===== config.mk =====
export PLATFORM = sky130hd
export DESIGN_NAME = dmem_port_arbiter
export DESIGN_NICKNAME = d
export VERILOG_FILES = /design/src/rtl/dmem_port_arbiter.sv
export SDC_FILE = /design/constraint.sdc
export NUM_CORES = 1
export LEC_CHECK = 0
export CAP_MARGIN = 20
export CORE_MARGIN = 2
export CORE_UTILIZATION = 34
export CTS_BUF_LIST = sky130_fd_sc_hd__clkbuf_4
export CTS_CLUSTER_DIAMETER = 100
export CTS_CLUSTER_SIZE = 24
export DETAILED_ROUTE_END_ITERATION = 8
export PLACE_DENSITY = 0.88
export SETUP_SLACK_MARGIN = 0.02
export SYNTH_ARGS = -nofsm -noshare
export SYNTH_HDL_FRONTEND = slang
export SYNTH_SLANG_ARGS = --single-unit

===== constraint.sdc =====
create_clock -name clk -period 3.6 [get_ports clk]
set_input_delay 0.36 -clock clk [delete_from_list [all_inputs] [get_ports clk]]
set_output_delay 0.36 -clock clk [all_outputs]
set_load 0.02 [all_outputs]

===== src/rtl/dmem_port_arbiter.sv =====
// dmem_port_arbiter
//   Shares the single-port data memory between the pipelined CPU and a host
//   loader/debug port. The CPU owns the memory by default. A host request
//   takes the memory over for a bounded burst. While the host owns the memory,
//   the CPU is frozen through its enable input. After each burst the CPU is
//   guaranteed a minimum run window before the host can be granted again.
//
// Ports
//   clk, rst                    clock, asynchronous active-high reset
//   en_in / cpu_enable          global CPU enable in, gated enable out to CPU
//   cpu_addr/we/wdata/rdata     CPU data-memory side
//   host_req/we/addr/wdata      host access request (one beat per cycle)
//   host_gnt                    host owns the memory; beat accepted on req&gnt
//   host_rvalid/host_rdata      registered read return, one cycle after a read
//   mem_addr/we/wdata/rdata     data-memory side (combinational read)
module dmem_port_arbiter #(
    parameter int AW        = 9,
    parameter int DW        = 16,
    parameter int MAX_BURST = 4,
    parameter int CPU_MIN   = 2
) (
    input  logic          clk,
    input  logic          rst,
    input  logic          en_in,
    output logic          cpu_enable,
    input  logic [AW-1:0] cpu_addr,
    input  logic          cpu_we,
    input  logic [DW-1:0] cpu_wdata,
    output logic [DW-1:0] cpu_rdata,
    input  logic          host_req,
    input  logic          host_we,
    input  logic [AW-1:0] host_addr,
    input  logic [DW-1:0] host_wdata,
    output logic          host_gnt,
    output logic          host_rvalid,
    output logic [DW-1:0] host_rdata,
    output logic [AW-1:0] mem_addr,
    output logic          mem_we,
    output logic [DW-1:0] mem_wdata,
    input  logic [DW-1:0] mem_rdata
);

    localparam int BW = (MAX_BURST > 1) ? $clog2(MAX_BURST) : 1;
    localparam int GW = $clog2(CPU_MIN + 1);
    localparam logic [BW-1:0] BEAT_LAST  = BW'(MAX_BURST - 1);
    localparam logic [GW-1:0] GUARD_FULL = GW'(CPU_MIN);

    typedef enum logic [1:0] {
        ST_IDLE   = 2'd0,
        ST_DRAIN  = 2'd1,
        ST_HOST   = 2'd2,
        ST_RETURN = 2'd3
    } state_t;

    state_t        state_r;
    state_t        state_s;
    logic [BW-1:0] beat_cnt_r;
    logic [GW-1:0] guard_cnt_r;
    logic          host_rvalid_r;
    logic [DW-1:0] host_rdata_r;
    logic          host_accept_s;

    // A beat is accepted only while the host actually owns the memory.
    assign host_accept_s = host_req & (state_r == ST_HOST);

    // The CPU always sees the memory read port; it is frozen whenever the
    // value belongs to someone else.
    assign cpu_rdata   = mem_rdata;
    assign host_rvalid = host_rvalid_r;
    assign host_rdata  = host_rdata_r;

    // State register.
    always_ff @(posedge clk or posedge rst) begin
        if (rst) begin
            state_r <= ST_IDLE;
        end else begin
            state_r <= state_s;
        end
    end

    // Next-state logic.
    always_comb begin
        state_s = state_r;
        case (state_r)
            ST_IDLE: begin
                if (host_req && (guard_cnt_r == GUARD_FULL)) begin
                    state_s = ST_DRAIN;
                end else begin
                    state_s = ST_IDLE;
                end
            end
            ST_DRAIN: begin
                state_s = ST_HOST;
            end
            ST_HOST: begin
                // Leave when the host goes quiet or its final beat is taken.
                if (!host_req) begin
                    state_s = ST_RETURN;
                end else if (beat_cnt_r == BEAT_LAST) begin
                    state_s = ST_RETURN;
                end else begin
                    state_s = ST_HOST;
                end
            end
            ST_RETURN: begin
                state_s = ST_IDLE;
            end
            default: begin
                state_s = ST_IDLE;
            end
        endcase
    end

    // Output decode: memory mux, CPU freeze and host grant.
    always_comb begin
        cpu_enable = 1'b0;
        host_gnt   = 1'b0;
        mem_addr   = cpu_addr;
        mem_we     = 1'b0;
        mem_wdata  = cpu_wdata;
        case (state_r)
            ST_IDLE: begin
                cpu_enable = en_in;
                mem_we     = cpu_we;
            end
            ST_DRAIN: begin
                // Address stays on the CPU so its last write can settle.
                mem_we = 1'b0;
            end
            ST_HOST: begin
                host_gnt  = 1'b1;
                mem_addr  = host_addr;
                mem_we    = host_req & host_we;
                mem_wdata = host_wdata;
            end
            ST_RETURN: begin
                mem_we = 1'b0;
            end
            default: begin
                mem_we = 1'b0;
            end
        endcase
    end

    // Burst length counter and CPU run-window guard counter.
    always_ff @(posedge clk or posedge rst) begin
        if (rst) begin
            beat_cnt_r  <= {BW{1'b0}};
            guard_cnt_r <= GUARD_FULL;
        end else begin
            case (state_r)
                ST_IDLE: begin
                    if (guard_cnt_r != GUARD_FULL) begin
                        guard_cnt_r <= guard_cnt_r + GW'(1);
                    end
                end
                ST_HOST: begin
                    if (host_accept_s) begin
                        beat_cnt_r <= beat_cnt_r + BW'(1);
                    end
                end
                ST_RETURN: begin
                    beat_cnt_r  <= {BW{1'b0}};
                    guard_cnt_r <= {GW{1'b0}};
                end
                default: begin
                    beat_cnt_r  <= beat_cnt_r;
                    guard_cnt_r <= guard_cnt_r;
                end
            endcase
        end
    end

    // Host read return: one-cycle valid pulse, data held until the next read.
    always_ff @(posedge clk or posedge rst) begin
        if (rst) begin
            host_rvalid_r <= 1'b0;
            host_rdata_r  <= {DW{1'b0}};
        end else if (host_accept_s && !host_we) begin
            host_rvalid_r <= 1'b1;
            host_rdata_r  <= mem_rdata;
        end else begin
            host_rvalid_r <= 1'b0;
        end
    end

endmodule

After elaboration in Yosys (flattened, before gate mapping)
Cells that the tools add are included.
{"block": "classes", "add_sub_neg": 2, "n_eq_ne": 8, "muxes": 14, "bitwise_logic": 2, "reduce_logical": 9}
{"operator": "16-bit 2-to-1 mux", "n": 1}
{"operator": "9-bit 2-to-1 mux", "n": 1}
{"operator": "2-bit equality test, second input constant", "n": 4}
{"operator": "2-bit case mux with 2 select lines", "n": 2}
{"operator": "2-bit case mux with 4 select lines", "n": 1}
{"operator": "1-bit 2-to-1 mux", "n": 6}
{"operator": "2-bit inequality test, second input constant", "n": 3}
{"operator": "2-bit by 1-bit adder with 2-bit output, second input constant", "n": 2}
{"operator": "2-bit 2-to-1 mux", "n": 2}
{"operator": "2-bit AND reduction", "n": 2}
{"operator": "2-bit nonzero test", "n": 2}
{"operator": "1-bit case mux with 3 select lines", "n": 1}
{"operator": "1-bit bitwise AND", "n": 2}
{"operator": "2-bit by 1-bit equality test with 1-bit output, second input constant", "n": 1}
{"operator": "1-bit logical AND", "n": 2}
{"operator": "2-bit logical NOT", "n": 1}
{"operator": "2-bit OR reduction", "n": 1}
{"operator": "1-bit logical NOT", "n": 1}
{"block": "totals", "reg_bits": 23, "inputBits": 72, "out_inout_bits": 61, "wordCells": 40}

Depth between registers and ports, before layout
Gate-level depths: netlist of run 1.
{"block": "depth", "depth_word": 4, "mapped_depth": 6, "mapped_depth_nobuf": 5}

Worst setup path after synthesis of run 1
Ideal clock, no wire load.
{"block": "synth_path", "kind": "reg2out", "from": "register state_r[0]", "to": "output port mem_we", "arrival_time_ns": 1.606, "required_time_ns": 3.240, "path_slack_ns": 1.634, "path_stages_with_launch": 6, "n_path_buf": 1, "path_cell_list": "dfrtp_1 inv_1 ha_1 buf_2 nand3_1 o21ai_0"}
{"block": "synth_between", "elab_chain_len": 3, "word_cells_on_any_way": 6, "cone_classes": "eq/ne (3); mux (1); reduce/logical (2)"}
{"element": "from (decl)", "line": "55", "text": "state_t state_r;"}
{"element": "from (signal assigned)", "line": "77", "text": "state_r <= state_s;"}
{"element": "2-bit equality test or 2-bit by 1-bit equality test with 1-bit output (tied branches)", "line": "121", "text": "case (state_r)"}
{"element": "2-bit OR reduction (no source line)"}
{"element": "1-bit case mux with 3 select lines (*)", "line": "121"}
{"element": "to (decl)", "line": "38", "text": "output logic mem_we,"}
Mark *: on every way between the ends. The rest lies on a longest branch, timed or not.

Worst setup path after layout of run 1
{"block": "layout_path", "from": "register state_r[0]", "to": "output port mem_addr[0]"}
{"block": "layout_between", "elab_chain_len": 2}
{"element": "2-bit equality test", "line": "121"}
{"element": "9-bit 2-to-1 mux", "line": "121"}
{"element": "to (decl)", "line": "37", "text": "output logic [AW-1:0] mem_addr,"}
No other way between the ends.

==> flow_summary_export.csv, run 1 <==
group,metric,value,unit
sta,fin_crit_sh,68.89,%
status,outcome,"finished clean",
die,dieArea,4760,um2
sta,skew,0.005998,ns
global_route,global_route.usage.met3,3.734,%
yosys,synthCells,120,
placement,portBuffers,132,
clocking,cts_buffers,3,
clocking,clock_latency,0.30,ns
yosys,ys_ff_latch,23,
critical_path,worstSetupEndpointType,"output pin",
yosys,synth_largest_area_cell,"dfrtp_1",
clocking,clk_pin_slew,0.12,ns
final_layout,antennaDiodeCount,0,
routing,remaining_drc_errors,0,
yosys,synth_nets,198,
sta,rsz0062_at_grt,"no",
clocking,cts_setup_buffers,0,
clocking,cts.sinks,23,
routing,avgRoutedWirePerCell,13.19,um
pwr,leakage,0.001104,uW
yosys,synth_area_leaders,"dfrtp_1 (38%), mux2_2 (26%), buf_4 (8.4%)",
global_route,grt_use_met1,17.44,%
die,ioPinCount,133,
final_layout,layout_common_cells,"clkdlybuf4s50_1 (132), mux2_2 (33), dfrtp_1 (22)",
critical_path,critPathMaxFanout,15,
routing,wl,3.798,mm
placement,pre_cts_slack,1.389,ns
sta,layout_min_cycle_time,2.480,ns
global_route,grt_pass1_wl,5.602,mm
final_layout,layout.nets,317,
clocking,cts_resized,0,
clocking,clk_path_buf_depth,2,
die,fp.dieW,69.00,um
sta,setup_slack,1.120,ns
routing,ant_nets,0,
clocking,h-tree-depth,1,
global_route,first_global_vias,1279,
yosys,synth_top_area_share,38.33,%
yosys,synth-warning-count,0,
die,rows,23,
critical_path,ff2ff_setup_slack,1.82,ns
sta,slew_headroom,44.14,%
final_layout,syn_to_final_growth,89.29,%
final_layout,fill_cells,335,
routing,drt_iter0_drc,19,
sta,fmax,403.2,MHz
die,initial_core_util,35.65,%
placement,hpwl,3.263,mm
final_layout,drive_gt1_share,17.65,%
global_route,top_usage_layer,"met2",
routing,vias,1353,
global_route,grt_max_degree,24,
critical_path,critPathKind,"flip-flop to output pin",
final_layout,layout_commonest_cell,"clkdlybuf4s50_1",
clocking,cts-root-buf,"clkbuf_4",
placement,gp_congestion,0.7463,
clocking,tritoncts,"built",
yosys,synth_cell_type_count,22,
yosys,netlist_area,1436,um2
routing,vias_per_cell,4.698,
sta,worst_pin_slew,0.8370,ns
sta,hold_violations,0,
routing,drt_pass1_iterations,2,
flow_run,maxCapViolCount,0,
critical_path,required,3.24,ns
die,die_h,69.00,um
sta,setup_viol,0,
global_route,grt_antenna_before_repair,0,
pwr,power_density,710.5,nW/um2
sta,slew_violations,0,
pwr,ir_drop,0.0003457,V
global_route,grt_util_met2,28.73,%
sta,setup_tns,0,ns
die,coreArea,4029,um2
critical_path,cp-start-kind,"flip-flop",
critical_path,cp.arrival,2.12,ns
worst_hold_path,hold_path.class,"flip-flop to flip-flop",
yosys,seq_area_frac_synth,40.16,%
global_route,grt_usage,15.68,%
yosys,syn_area_per_cell,11.97,um2
clocking,cts-hold-fix-buffers,0,
global_route,overflow,0,
==> cell usage after synthesis <==
cell type   n
o31ai_1     1
dfstp_2     1
ha_1        6
mux2_2     33
nand2_1     3
nor3b_1     1
inv_1       5
or3_1       1
mux2_1      9
nand4b_1    1
buf_4      16
nor2_1      1
buf_6       1
o21ai_0     4
nor2_8      1
nand2b_1    2
and2_1      1
nand3_1     6
dfrtp_1    22
buf_2       3
nand2_2     1
a31oi_1     1
==> kinds of logic after synthesis <==
kind of cell             count (synthesis)  synth area share [%]
multiplexers                            42                 32.93
adder cells (fa/ha/maj)                  6                 5.226
buffers and inverters                   25                 11.50
AO/OA/AOI/OAI                            6                 2.352
AND/OR/NAND/NOR                         18                 7.841
flip-flops                              23                 40.16
==> sequential cells by signal (all words and copies together), names as in the netlist <==
name,flops
beat_cnt_r,2
guard_cnt_r,2
host_rdata,16
host_rvalid,1
state_r,2
==> power breakdown <==
part	leakage (uW)	total, uW	internal [uW]	switching (uW)
logic	0.000815	1360	732	632
registers	0.000276	451	388	62.8
clock network	0.0000139	116	42.3	74.1
==> metal layers <==
| metal | vias to the layer above | wire length (um) |
|---|---|---|
| li1 | 646 | - |
| met1 | 620 | 1306 |
| met2 | 83 | 2006 |
| met3 | 4 | 436 |
| met4 | 0 | 48 |
| met5 | - | 0 |
==> stage by stage <==
step | power [uW] | utilization, % | cell area, um2 | hold slack, ns | instances
after global placement | 1815 | 66.74 | 2689 | 0.4664 | 284
after global routing | 2070 | 67.48 | 2719 | 0.5205 | 288
after CTS | 1962 | 67.48 | 2719 | 0.5041 | 288
after detailed placement | 1839 | 66.74 | 2689 | 0.4751 | 284
after floorplan | 1241 | - | 1436 | 0.3612 | 120
final | 1932 | 67.48 | 2719 | 0.4954 | 288
==> path summary, 6_finish.rpt <==
check,from,end,cells past startpoint
setup / recovery,state_r[0],mem_addr[0],5
hold / removal,host_rdata[12],host_rdata[12],1
setup reg to reg,state_r[0],host_rdata[13],6
hold reg to reg,host_rdata[12],host_rdata[12],1
max in group asynchronous,rst,host_rdata[12],2
min in group asynchronous,rst,guard_cnt_r[0],2
==> cell type report <==
| cell class | count | area [um2] | share of cell area (%) |
|---|---|---|---|
| clock inverters | 1 | 7.507 | 0.2761 |
| inverters | 5 | 18.77 | 0.6903 |
| clock buffers | 3 | 22.52 | 0.8283 |
| well taps | 50 | 62.56 | 2.301 |
| multi-input cells | 72 | 694.4 | 25.54 |
| flip-flops and latches | 23 | 576.8 | 21.21 |
| repair buffers | 134 | 1336 | 49.15 |
==> worst max-delay path: stages, from the launching register on <==
cell,delay (ns)
dfrtp_1,0.40
inv_1,0.10
ha_1,0.18
buf_4,0.23
mux2_2,0.37
clkdlybuf4s50_1,0.55
Power figures use the tool's default switching activity.
==> run 2: changes to the inputs <==
--- a/config.mk
+++ b/config.mk
@@ -7,12 +7,12 @@
 export LEC_CHECK = 0
 export CAP_MARGIN = 20
 export CORE_MARGIN = 2
-export CORE_UTILIZATION = 34
+export CORE_UTILIZATION = 31
 export CTS_BUF_LIST = sky130_fd_sc_hd__clkbuf_4
 export CTS_CLUSTER_DIAMETER = 100
 export CTS_CLUSTER_SIZE = 24
 export DETAILED_ROUTE_END_ITERATION = 8
-export PLACE_DENSITY = 0.88
+export PLACE_DENSITY = 0.82
 export SETUP_SLACK_MARGIN = 0.02
 export SYNTH_ARGS = -nofsm -noshare
 export SYNTH_HDL_FRONTEND = slang
==> constraint.sdc (replaced) <==
create_clock -name clk -period 2.4 [get_ports clk]
set_input_delay 0.24 -clock clk [delete_from_list [all_inputs] [get_ports clk]]
set_output_delay 0.24 -clock clk [all_outputs]
set_load 0.02 [all_outputs]
==> run 2 against run 1 <==
Net effect: clock skew shrank 0.0016 ns; global-route usage shrank 1.2 points; sequential power increased by 50%; combinational power up 45%; routed wire length increased by 1.2%; clock-buffer cell count is the same; final area is 0.87% higher; worst hold slack lost 0.23 ns; final cell count up 1.0%; sequential share of layout area decreased by 0.18 points; highest routed layer unchanged.
==> flow_summary_export.csv, run 2 (synthesized netlist as in run 1, its figures left out) <==
group,metric,value,unit
status,outcome,"finished clean",
sta,setup_tns,0,ns
critical_path,required,2.16,ns
die,rows,24,
critical_path,path_delay_family,"buffers and inverters",
placement,hpwl,3.173,mm
pwr,fin_total_pwr,2826,uW
placement,gp_congestion,0.7311,
routing,drt_iter0_drc,30,
pwr,ir_drop,0.0005913,V
die,initial_core_util,32.54,%
final_layout,layout_commonest_cell,"clkdlybuf4s50_1",
die,coreArea,4414,um2
final_layout,stdcell_count,291,
sta,slew_violations,0,
sta,fin_crit_sh,90.60,%
clocking,h-tree-depth,1,
global_route,overflow,0,
final_layout,antennaDiodeCount,0,
sta,skew,0.004416,ns
final_layout,layout.nets,318,
final_layout,largest_reg_flops,16,
clocking,cts.sinks,23,
final_layout,drive_gt1_share,17.99,%
die,fp.dieW,72.07,um
global_route,grt_antenna_before_repair,0,
sta,setup_viol,0,
placement,pre_cts_slack,0.3608,ns
final_layout,syn_to_final_growth,90.94,%
sta,hold_violations,0,
critical_path,cpPeakStageDelay,0.40,ns
die,ioPinCount,133,
clocking,clk_path_buf_depth,2,
sta,slew_headroom,80.52,%
die,dieArea,5194,um2
clocking,clk_pin_slew,0.12,ns
placement,dp.cells,287,
routing,drt_pass1_iterations,4,
clocking,clock_latency,0.31,ns
clocking,cts-root-buf,"clkbuf_4",
clocking,cts-hold-fix-buffers,0,
critical_path,r2r_start,"state_r[0]",
critical_path,worst-path-buf-inv,3,
critical_path,crit_chain,"inv_1 -> ha_1 -> buf_4 -> mux2_2 -> dlygate4sd2_1",
critical_path,cp.arrival,1.93,ns
final_layout,fill_cells,393,
sta,setup_slack,0.2255,ns
global_route,grt_pass1_wl,5.975,mm
pwr,power_density,1030,nW/um2
final_layout,post-route-util,62.13,%
flow_run,maxCapViolCount,0,
worst_hold_path,hold_path.class,"input pin to asynchronous set/reset pin",
routing,avgRoutedWirePerCell,13.20,um
routing,remaining_drc_errors,0,
pwr,leakage,0.001247,uW
critical_path,critPathMaxFanout,13,
critical_path,cpMaxStageDelayCell,"dfrtp_1",
critical_path,cp-start-kind,"flip-flop",
routing,ant_nets,0,
sta,layout_min_cycle_time,2.175,ns
clocking,cts_setup_buffers,0,
sta,worst_pin_slew,0.2923,ns
sta,fmax,459.9,MHz
routing,vias_per_cell,4.619,
critical_path,ff2ff_setup_slack,0.62,ns
critical_path,worstSetupEndpointType,"output pin",
final_layout,layout_common_cells,"clkdlybuf4s50_1 (106), mux2_2 (33), dfrtp_1 (22)",
sta,rsz0062_at_grt,"no",
global_route,grt_max_degree,24,
critical_path,worstRegToRegCells,6,
critical_path,critPathKind,"flip-flop to output pin",
placement,portBuffers,132,
routing,wl,3.842,mm
global_route,first_global_vias,1316,
global_route,grt_usage,14.45,%
critical_path,worstReg2RegEnd,"host_rdata[1]",
clocking,cts_resized,15,
clocking,cts_buffers,3,
routing,vias,1344,
clocking,tritoncts,"built",
die,die_h,72.07,um
[run 2: cell count changes in the layout (fill, tap and decap cells not counted)]
cell / before / now
buf_6: 0 / 1
clkdlybuf4s50_1: 132 / 106
clkinv_2: 0 / 1
clkinvlp_4: 1 / 0
dlygate4sd2_1: 0 / 14
dlymetal6s2s_1: 0 / 12
[run 2: final cells by class]
| type | instances | area, um2 | share of cell area [%] |
|---|---|---|---|
| inverter | 5 | 18.77 | 0.6843 |
| sequential | 23 | 576.8 | 21.03 |
| tap | 52 | 65.06 | 2.372 |
| clock buffer | 3 | 22.52 | 0.8212 |
| timing repair buffer | 135 | 1360 | 49.59 |
| multi-input combinational | 72 | 694.4 | 25.32 |
| clock inverter | 1 | 5.005 | 0.1825 |
[run 2: worst min-delay path, cell delays in order]
cell and delay, ns:
clkdlybuf4s50_1 0.40, inv_1 0.06, buf_4 0.28
[run 2: power by group]
group	internal (uW)	switching (uW)	total [uW]	leakage (uW)
Clock	62.3	115	177	0.0000177
Combinational	1030	943	1970	0.000954
Sequential	582	95.5	678	0.000276
[run 2: worst max-delay path by stage]
stage	from	to	slack [ns]	depth (start not counted)
4_1_cts	state_r[0]	mem_addr[6]	0.02	5
6_report	state_r[0]	mem_addr[0]	0.23	5
3_5_place_dp	state_r[0]	mem_addr[5]	0.36	5
5_1_grt	state_r[0]	mem_addr[0]	0.12	5
2_1_floorplan	state_r[0]	mem_we	0.55	5
3_3_place_gp	state_r[0]	mem_addr[6]	0.38	5
[run 2: stage by stage]
stage	instance area [um2]	hold slack [ns]
floorplan	1436	0.2412
global placement	2699	0.4665
detailed placement	2699	0.4788
CTS	2713	0.2677
global route	2743	0.2843
finish	2743	0.2661
[run 2: metal layers]
metal  global-route usage, %  routed length, um
met5                       0                  0
met4                   3.774                 36
met3                   4.861                353
met2                   26.20               2053
met1                   16.10               1399
